## config.mk

```make
export PLATFORM = sky130hd
export DESIGN_NAME = leapfrog_tracker
export DESIGN_NICKNAME = d
export VERILOG_FILES = /design/src/rtl/lc3b_types.sv /design/src/rtl/leapfrog_qualify.sv /design/src/rtl/leapfrog_tracker.sv
export SDC_FILE = /design/constraint.sdc
export NUM_CORES = 1
export LEC_CHECK = 0
export ABC_AREA = 1
export BUFFER_PORTS_ARGS = -buffer_cell sky130_fd_sc_hd__buf_4
export CAP_MARGIN = 20
export CORE_UTILIZATION = 45
export CTS_CLUSTER_DIAMETER = 150
export DETAILED_ROUTE_END_ITERATION = 10
export PLACE_DENSITY = 0.93
export REMOVE_ABC_BUFFERS = 1
export SETUP_SLACK_MARGIN = 0.02
export SLEW_MARGIN = 20
export SYNTH_ARGS = -nofsm -noshare
export SYNTH_HDL_FRONTEND = slang
export SYNTH_SLANG_ARGS = --single-unit
```

## constraint.sdc

```tcl
create_clock -name clk -period 2.8 [get_ports clk]
set_input_delay 0.28 -clock clk [delete_from_list [all_inputs] [get_ports clk]]
set_output_delay 0.28 -clock clk [all_outputs]
set_load 0.02 [all_outputs]
```

## src/rtl/lc3b_types.sv

```systemverilog
// Shared LC-3b types: opcode and register encodings, plus the leapfrog tracker state.
package lc3b_types;

    typedef logic [2:0] lc3b_reg;

    typedef enum logic [3:0] {
        op_br   = 4'b0000,
        op_add  = 4'b0001,
        op_ldb  = 4'b0010,
        op_stb  = 4'b0011,
        op_jsr  = 4'b0100,
        op_and  = 4'b0101,
        op_ldr  = 4'b0110,
        op_str  = 4'b0111,
        op_rti  = 4'b1000,
        op_not  = 4'b1001,
        op_ldi  = 4'b1010,
        op_sti  = 4'b1011,
        op_jmp  = 4'b1100,
        op_shf  = 4'b1101,
        op_lea  = 4'b1110,
        op_trap = 4'b1111
    } lc3b_opcode;

    typedef enum logic [1:0] {
        LF_IDLE = 2'b00,
        LF_LEAP = 2'b01,
        LF_FULL = 2'b10
    } leapfrog_state_t;

    // Memory-touching or trapping instructions can never retire ahead of MEM.
    function automatic logic is_mem_op(input lc3b_opcode op);
        case (op)
            op_ldr, op_ldi, op_ldb,
            op_str, op_sti, op_stb,
            op_trap: is_mem_op = 1'b1;
            default: is_mem_op = 1'b0;
        endcase
    endfunction

    function automatic logic is_alu_dest_op(input lc3b_opcode op);
        case (op)
            op_add, op_and, op_not, op_lea, op_shf: is_alu_dest_op = 1'b1;
            default:                                is_alu_dest_op = 1'b0;
        endcase
    endfunction

endpackage

```

## src/rtl/leapfrog_qualify.sv

```systemverilog
// Combinational check of whether the EX instruction may retire past a stalled MEM.
// Optional feature: LEAPFROG_CC_BR_EN lets a branch pass a CC-loading MEM once a leapfrogger owns the CC.
module leapfrog_qualify
    import lc3b_types::*;
(
    input  lc3b_opcode opcode,
    input  lc3b_reg    sr1_in,
    input  lc3b_reg    sr2_in,
    input  lc3b_reg    mem_dest,
    input  logic       mem_dest_write,
    input  logic       mem_load_cc,
    input  lc3b_opcode mem_opcode,
    input  logic       cc_sticky,
    output logic       eligible
);

    logic raw_hazard_s;
    logic br_block_s;

    // Eligibility: no RAW on MEM's result, no memory op, no CC-dependent branch, no trap in MEM.
    always_comb begin
        raw_hazard_s = mem_dest_write && ((sr1_in == mem_dest) || (sr2_in == mem_dest));
`ifdef LEAPFROG_CC_BR_EN
        br_block_s   = (opcode == op_br) && mem_load_cc && !cc_sticky;
`else
        br_block_s   = (opcode == op_br) && mem_load_cc;
`endif
        eligible     = !raw_hazard_s && !is_mem_op(opcode) && !br_block_s
                       && (mem_opcode != op_trap);
    end

`ifndef LEAPFROG_CC_BR_EN
    logic unused_s;
    assign unused_s = cc_sticky;
`endif

endmodule

```

## src/rtl/leapfrog_tracker.sv

```systemverilog
// Tracks EX instructions retiring past a stalled MEM instruction and suppresses
// MEM's stale register/CC writes. Optional feature macro: LEAPFROG_CC_BR_EN.
module leapfrog_tracker
    import lc3b_types::*;
#(
    parameter int DEPTH = 4
) (
    input  logic                       clk,
    input  logic                       reset,
    input  logic                       ex_valid,
    input  lc3b_opcode                 opcode,
    input  lc3b_reg                    sr1_in,
    input  lc3b_reg                    sr2_in,
    input  lc3b_reg                    dest_in,
    input  logic                       dest_write,
    input  logic                       load_cc,
    input  logic                       mem_stall,
    input  lc3b_opcode                 mem_opcode,
    input  lc3b_reg                    mem_dest,
    input  logic                       mem_dest_write,
    input  logic                       mem_load_cc,
    output logic                       leapfrog_load,
    output logic                       mem_dest_overwrite,
    output logic                       mem_load_cc_overwrite,
    output logic [$clog2(DEPTH+1)-1:0] leap_count,
    output logic                       leap_full
);

    localparam int CW = $clog2(DEPTH + 1);
    localparam logic [CW-1:0] DEPTH_C = CW'(DEPTH);

    leapfrog_state_t state_q, state_d;
    logic [CW-1:0]   count_q, count_d;
    logic            full_q, full_d;
    logic            dest_sticky_q, dest_sticky_d;
    logic            cc_sticky_q, cc_sticky_d;

    logic eligible_s;
    logic mem_trap_s;
    logic dest_hit_s;
    logic cc_hit_s;

    leapfrog_qualify u_qualify (
        .opcode         (opcode),
        .sr1_in         (sr1_in),
        .sr2_in         (sr2_in),
        .mem_dest       (mem_dest),
        .mem_dest_write (mem_dest_write),
        .mem_load_cc    (mem_load_cc),
        .mem_opcode     (mem_opcode),
        .cc_sticky      (cc_sticky_q),
        .eligible       (eligible_s)
    );

    // Zero-latency leapfrog decision and overwrite outputs.
    always_comb begin
        mem_trap_s    = (mem_opcode == op_trap);
        leapfrog_load = mem_stall && ex_valid && (state_q != LF_FULL) && eligible_s;
        dest_hit_s    = leapfrog_load && dest_write && mem_dest_write && !mem_trap_s
                        && (dest_in == mem_dest) && is_alu_dest_op(opcode);
        cc_hit_s      = leapfrog_load && load_cc && !mem_trap_s;
        mem_dest_overwrite    = !mem_trap_s && (dest_sticky_q || dest_hit_s);
        mem_load_cc_overwrite = !mem_trap_s && (cc_sticky_q || cc_hit_s);
    end

    // Next-state: stall release clears everything; otherwise count leapfrogs and latch hits.
    always_comb begin
        count_d       = count_q;
        dest_sticky_d = dest_sticky_q;
        cc_sticky_d   = cc_sticky_q;
        state_d       = state_q;
        if (!mem_stall) begin
            count_d       = '0;
            dest_sticky_d = 1'b0;
            cc_sticky_d   = 1'b0;
        end else if (leapfrog_load) begin
            if (count_q != DEPTH_C) begin
                count_d = count_q + CW'(1'b1);
            end else begin
                count_d = count_q;
            end
            dest_sticky_d = dest_sticky_q || dest_hit_s;
            cc_sticky_d   = cc_sticky_q || cc_hit_s;
        end else begin
            count_d = count_q;
        end

        if (count_d == '0) begin
            state_d = LF_IDLE;
        end else if (count_d == DEPTH_C) begin
            state_d = LF_FULL;
        end else begin
            state_d = LF_LEAP;
        end
        full_d = (count_d == DEPTH_C);
    end

    // Tracker state register.
    always_ff @(posedge clk or posedge reset) begin
        if (reset) begin
            state_q       <= LF_IDLE;
            count_q       <= '0;
            full_q        <= 1'b0;
            dest_sticky_q <= 1'b0;
            cc_sticky_q   <= 1'b0;
        end else begin
            state_q       <= state_d;
            count_q       <= count_d;
            full_q        <= full_d;
            dest_sticky_q <= dest_sticky_d;
            cc_sticky_q   <= cc_sticky_d;
        end
    end

    assign leap_count = count_q;
    assign leap_full  = full_q;

endmodule

```

==> impl_metrics.yaml, run 1 <==
outcome:
  status: "completed"
grt:
  gr-total-overflow: 0
  track_usage_pct: 24.6
  grt_max_degree: 8
  antenna_found_initial: 0
  first_global_vias: 689
  grt_pass1_wl_um: 2430
clocking:
  cts_made_buffers: 3
  root_buffer: "clkbuf_4"
  post-cts-setup-buffers: 0
  clk_latency_ns: 0.25
  htree_levels: 1
  cts_buffer_depth: 2
  clock-sinks: 7
  cts_tree: "done"
  path_clk_slew_ns: 0.04
  cts_resized: 0
critical_path:
  r2r_start: "leap_count[0]"
  start_kind: "flop"
  endpoint_kind: "output port"
  path_class: "reg2out"
  worstPathArrival_ns: 1.56
  reg2reg_slack_ns: 1.45
  reg2reg_to: "leap_full"
  reg2regPathDepth: 8
  crit_required_ns: 2.52
  worstPathMaxFanout: 4
sta:
  drv_slew: 0
  setup-violations-final: 0
  finalCriticalPeriod_ns: 1.84
  rsz0062_at_grt: "false"
  relSlewSlack_pct: 83.5
  timing.fmax_mhz: 543
  worst_pin_slew_ns: 0.248
  period_share_pct: 65.7
  finClkSkew_ns: 0.000793
  hold_viol: 0
  finalSetupTns_ns: 0
run:
  maxCapViolations: 0
logic_synthesis:
  ys_ff_latch: 7
  synth_area_um2: 591
  ys.flop_type: "dfrtp_1"
  yosysWarningCount: 0
  post_synth_num_cell_types: 17
  synth_top_area_share_pct: 29.7
  yosys-top-cells-area: "dfrtp_1 30%, nand2_1 18%, inv_1 12%"
  synth_area_per_cell_um2: 6.42
  synth_edf_count: 0
  synth.most_common_cell: "nand2_1"
  yosysSeqAreaShare_pct: 29.7
  async_flop_share_pct: 100
  synth_top_area_cell: "dfrtp_1"
  synth.top_cells.by_count: "28 x nand2_1, 19 x inv_1, 8 x nand3_1, 8 x nor2_1, 7 x dfrtp_1"
  syn_inst: 92
placed_design:
  globalplace.congestion: 0.875
  io_buffer_count: 34
  place.detailed.hpwl_um: 1240
power:
  power_leakage_nw: 0.554
  total_power_mw: 0.300
  ir_drop_v: 0.000304
  power_density_nw_per_um2: 334
drt:
  top_layer_used: "met4"
  wl_per_cell_um: 9.80
  route.met3.wl_um: 89
  ant_nets: 0
  dr.first_iter.drc_count: 6
  drc: 0
  met1_length_um: 539
  vias: 677
  routed-wl-met2_um: 776
  firstDrtPassIters: 3
  wl_um: 1420
  viasPerCell: 4.67
hold_path:
  hold_end: "cc_sticky_q"
  worst_hold_path_type: "in2reg"
  min_path_cells: 3
  hp-start: "mem_stall"
floorplanning:
  io_pins: 35
  start_util_pct: 51.1
  die_x_um: 38.2
  die_area_um2: 1460
  num_rows: 12
  die_y_um: 38.2
  coreArea_um2: 1160
final_layout:
  synthToLayoutAreaGrowth_pct: 52.3
  final_net_count: 162
  antenna_cells: 0
  nFillCells: 90
  layout-drive-gt1-share_pct: 34.4
==> critical path: stages, from the launching register on <==
cell and delay, ns:
dfrtp_1 0.38, a21oi_1 0.15, nand2_1 0.10, nor2_4 0.17, nand2_4 0.08, inv_2 0.06
nand2_1 0.05, nand2_1 0.05, inv_1 0.05, nor2_1 0.08, buf_4 0.15
==> cell type report <==
type	count	area, um2	area share (%)
Timing Repair Buffer	35	265	29.5
Inverter	22	82.6	9.18
Tap cell	14	17.5	1.95
Clock buffer	4	26.3	2.92
Multi-Input combinational cell	63	333	37.0
Sequential cell	7	175	19.5
==> logic make-up after synthesis <==
group                      count (synthesis)  synth area share (%)
and+or+nand+nor                           53                  40.9
buffers and inverters                     22                  14.0
xor gates and xnor gates                   7                  10.4
DFF                                        7                  29.7
adders and majority gates                  2                  4.24
AOI/OAI and AO/OA                          1                 0.847
==> state kept, by name, indices dropped and copies added, names as in the netlist <==
signal	cells
state_q	1
cc_sticky_q	1
dest_sticky_q	1
leap_count	3
leap_full	1
==> cells in the final DEF, fill, tap and decap left out, drive strengths merged <==
cell and n:
nand2 31, a21oi 1, dlygate4sd3 1, dfrtp 7, nor2 10, nand4 2
nand3 8, xor2 2, nand3b 1, xnor2 5, inv 22, clkbuf 4
ha 2, buf 34, nor3 1
==> stage by stage <==
| stage | setup slack, ns | hold slack (ns) | instance area [um2] | util (%) | cells |
|---|---|---|---|---|---|
| after global routing | 0.797 | 0.347 | 900 | 77.8 | 145 |
| final | 0.960 | 0.330 | 900 | 77.8 | 145 |
| after global placement | 1.19 | 0.213 | 863 | 74.7 | 140 |
| after CTS | 0.965 | 0.314 | 900 | 77.8 | 145 |
| after detailed placement | 1.16 | 0.219 | 863 | 74.7 | 140 |
| after floorplan | 1.07 | 0.0834 | 591 | - | 92 |
==> worst max path at each step <==
| stage | from | depth (start not counted) | end | slack (ns) |
|---|---|---|---|---|
| finish | leap_full | 10 | mem_load_cc_overwrite | 0.96 |
| detailed placement | opcode[0] | 12 | mem_load_cc_overwrite | 1.16 |
| floorplan | leap_full | 9 | mem_dest_overwrite | 1.07 |
| CTS | leap_full | 10 | mem_load_cc_overwrite | 0.97 |
| global route | leap_full | 10 | mem_load_cc_overwrite | 0.80 |
| global placement | opcode[0] | 12 | mem_dest_overwrite | 1.19 |
==> power breakdown <==
group          switching (mW)  internal (mW)
registers             0.00364          0.107
clock network          0.0328         0.0541
logic                  0.0505         0.0522
==> per-layer routing <==
layer	global-route usage [%]	vias up
li1	-	351
met1	23.4	303
met2	47.9	21
met3	4.65	2
met4	13.4	0
met5	0	-
==> timing repair <==
item | 4_1_cts | 5_1_grt
hold buffers | 1 | 0
hold endpoints to repair | 7 | 0
setup endpoints to repair | 0 | 0
(Power assumes the default switching activity.)
==> run 2, diff against run 1 <==
--- a/config.mk
+++ b/config.mk
@@ -8,10 +8,10 @@
 export ABC_AREA = 1
 export BUFFER_PORTS_ARGS = -buffer_cell sky130_fd_sc_hd__buf_4
 export CAP_MARGIN = 20
-export CORE_UTILIZATION = 45
+export CORE_UTILIZATION = 41
 export CTS_CLUSTER_DIAMETER = 150
 export DETAILED_ROUTE_END_ITERATION = 10
-export PLACE_DENSITY = 0.93
+export PLACE_DENSITY = 0.87
 export REMOVE_ABC_BUFFERS = 1
 export SETUP_SLACK_MARGIN = 0.02
 export SLEW_MARGIN = 20
==> constraint.sdc (replaced) <==
create_clock -name clk -period 1.9 [get_ports clk]
set_input_delay 0.19 -clock clk [delete_from_list [all_inputs] [get_ports clk]]
set_output_delay 0.19 -clock clk [all_outputs]
set_load 0.02 [all_outputs]
==> run 2 against run 1 <==
  * Non-clock buffer count grew 1
  * Highest routed layer is now met3
  * Global-route usage shrank 4.5 points
  * First-iteration DRC count grew 67%
  * Power grew 48%
  * Routed wire length grew 1.2%
  * Combinational power grew 49%
==> impl_metrics.yaml, run 2 (synthesized netlist as in run 1, its figures left out) <==
critical_path:
  reg2regPathDepth: 8
  worstPathMaxFanout: 4
  crit_required_ns: 1.71
  worstPathArrival_ns: 1.54
  path_class: "reg2out"
  start_kind: "flop"
  endpoint_kind: "output port"
placed_design:
  place.detailed.hpwl_um: 1190
  io_buffer_count: 34
  globalplace.congestion: 0.748
sta:
  hold_viol: 0
  drv_slew: 0
  rsz0062_at_grt: "false"
  worst_pin_slew_ns: 0.249
  period_share_pct: 91.1
  finalSetupTns_ns: 0
  finClkSkew_ns: 0.00118
  timing.fmax_mhz: 577
  setup-violations-final: 0
  finalCriticalPeriod_ns: 1.73
  relSlewSlack_pct: 83.4
drt:
  dr.first_iter.drc_count: 10
  viasPerCell: 4.48
  wl_per_cell_um: 9.78
  ant_nets: 0
  firstDrtPassIters: 4
  wl_um: 1440
  vias: 658
  drc: 0
clocking:
  root_buffer: "clkbuf_4"
  htree_levels: 1
  path_clk_slew_ns: 0.05
  clock-sinks: 7
  clk_latency_ns: 0.24
  cts_buffer_depth: 2
  cts_tree: "done"
  cts_made_buffers: 3
power:
  total_power_mw: 0.444
  power_density_nw_per_um2: 487
  power_leakage_nw: 0.560
  ir_drop_v: 0.000341
final_layout:
  final-seq-area_um2: 175
  layout_common_cells: "35 x buf_4, 28 x nand2_1, 19 x inv_1"
  layout-drive-gt1-share_pct: 35.6
  synthToLayoutAreaGrowth_pct: 54.4
  multi_input_area_um2: 337
  final_common_cell: "buf_4"
  largest_reg_flops: 3
  antenna_cells: 0
  final_net_count: 163
  nFillCells: 115
run:
  maxCapViolations: 0
hold_path:
  min_path_cells: 3
  worst_hold_path_type: "in2reg"
floorplanning:
  die_y_um: 40.0
  die_x_um: 40.0
  num_rows: 13
  io_pins: 35
  die_area_um2: 1600
  coreArea_um2: 1320
  start_util_pct: 44.8
grt:
  track_usage_pct: 20.1
  first_global_vias: 641
  gr-total-overflow: 0
  antenna_found_initial: 0
  grt_pass1_wl_um: 2140
  grt_max_degree: 8
outcome:
  status: "completed"
run 2: what timing repair did:
action,in CTS,in global routing
hold buffers,1,0
buffers inserted,0,1
endpoints found under the hold margin,7,0
endpoints found under the setup margin,0,2
gates resized for setup,0,1
run 2: metal layers:
| layer | routed length [um] | track usage, % | share of wire [%] | vias to the layer above |
|---|---|---|---|---|
| met5 | 0 | 0 | 0 | - |
| met4 | 0 | 10.3 | 0 | 0 |
| met3 | 87 | 0 | 6.1 | 0 |
| met2 | 819 | 44.4 | 57 | 22 |
| met1 | 531 | 17.5 | 37 | 286 |
| li1 | - | - | - | 350 |
run 2: cell type report:
| class | instances | area share [%] |
|---|---|---|
| Clock buffer | 4 | 2.88 |
| Sequential cell | 7 | 19.2 |
| Inverter | 22 | 9.05 |
| Tap cell | 15 | 2.06 |
| Timing Repair Buffer | 36 | 29.9 |
| Multi-Input combinational cell | 63 | 36.9 |
run 2: power breakdown:
part           switching (mW)  internal (mW)
combinational          0.0753         0.0782
clock                  0.0474         0.0797
sequential            0.00563          0.158
total                   0.128          0.316
run 2: critical path, cell delays in order (launching register included):
cell and delay (ns):
dfrtp_1 0.39, a21oi_2 0.15, nand2_1 0.10, nor2_4 0.14, nand2_4 0.08, inv_2 0.06, nand2_1 0.05, nand2_1 0.06
inv_1 0.04, nor2_1 0.09, buf_4 0.15
run 2: per-stage QoR:
step | util, % | hold slack [ns] | worst slack, ns | cell area [um2] | std cells
after floorplan | - | -0.00660 | 0.263 | 591 | 92
after global placement | 65.6 | 0.126 | 0.431 | 865 | 141
after detailed placement | 65.6 | 0.133 | 0.379 | 865 | 141
after CTS | 68.4 | 0.222 | 0.103 | 901 | 146
after global routing | 69.2 | 0.257 | 0.0244 | 912 | 147
final | 69.2 | 0.235 | 0.168 | 912 | 147
run 2: final timing paths:
check	from	end	slack (ns)
worst max register to register	leap_count[0]	leap_full	0.55
max in group asynchronous	reset	leap_count[1]	1.24
worst max-delay path	leap_full	mem_dest_overwrite	0.17
worst min-delay path	mem_stall	cc_sticky_q	0.24
worst min register to register	cc_sticky_q	cc_sticky_q	0.56
min in group asynchronous	reset	leap_full	0.46
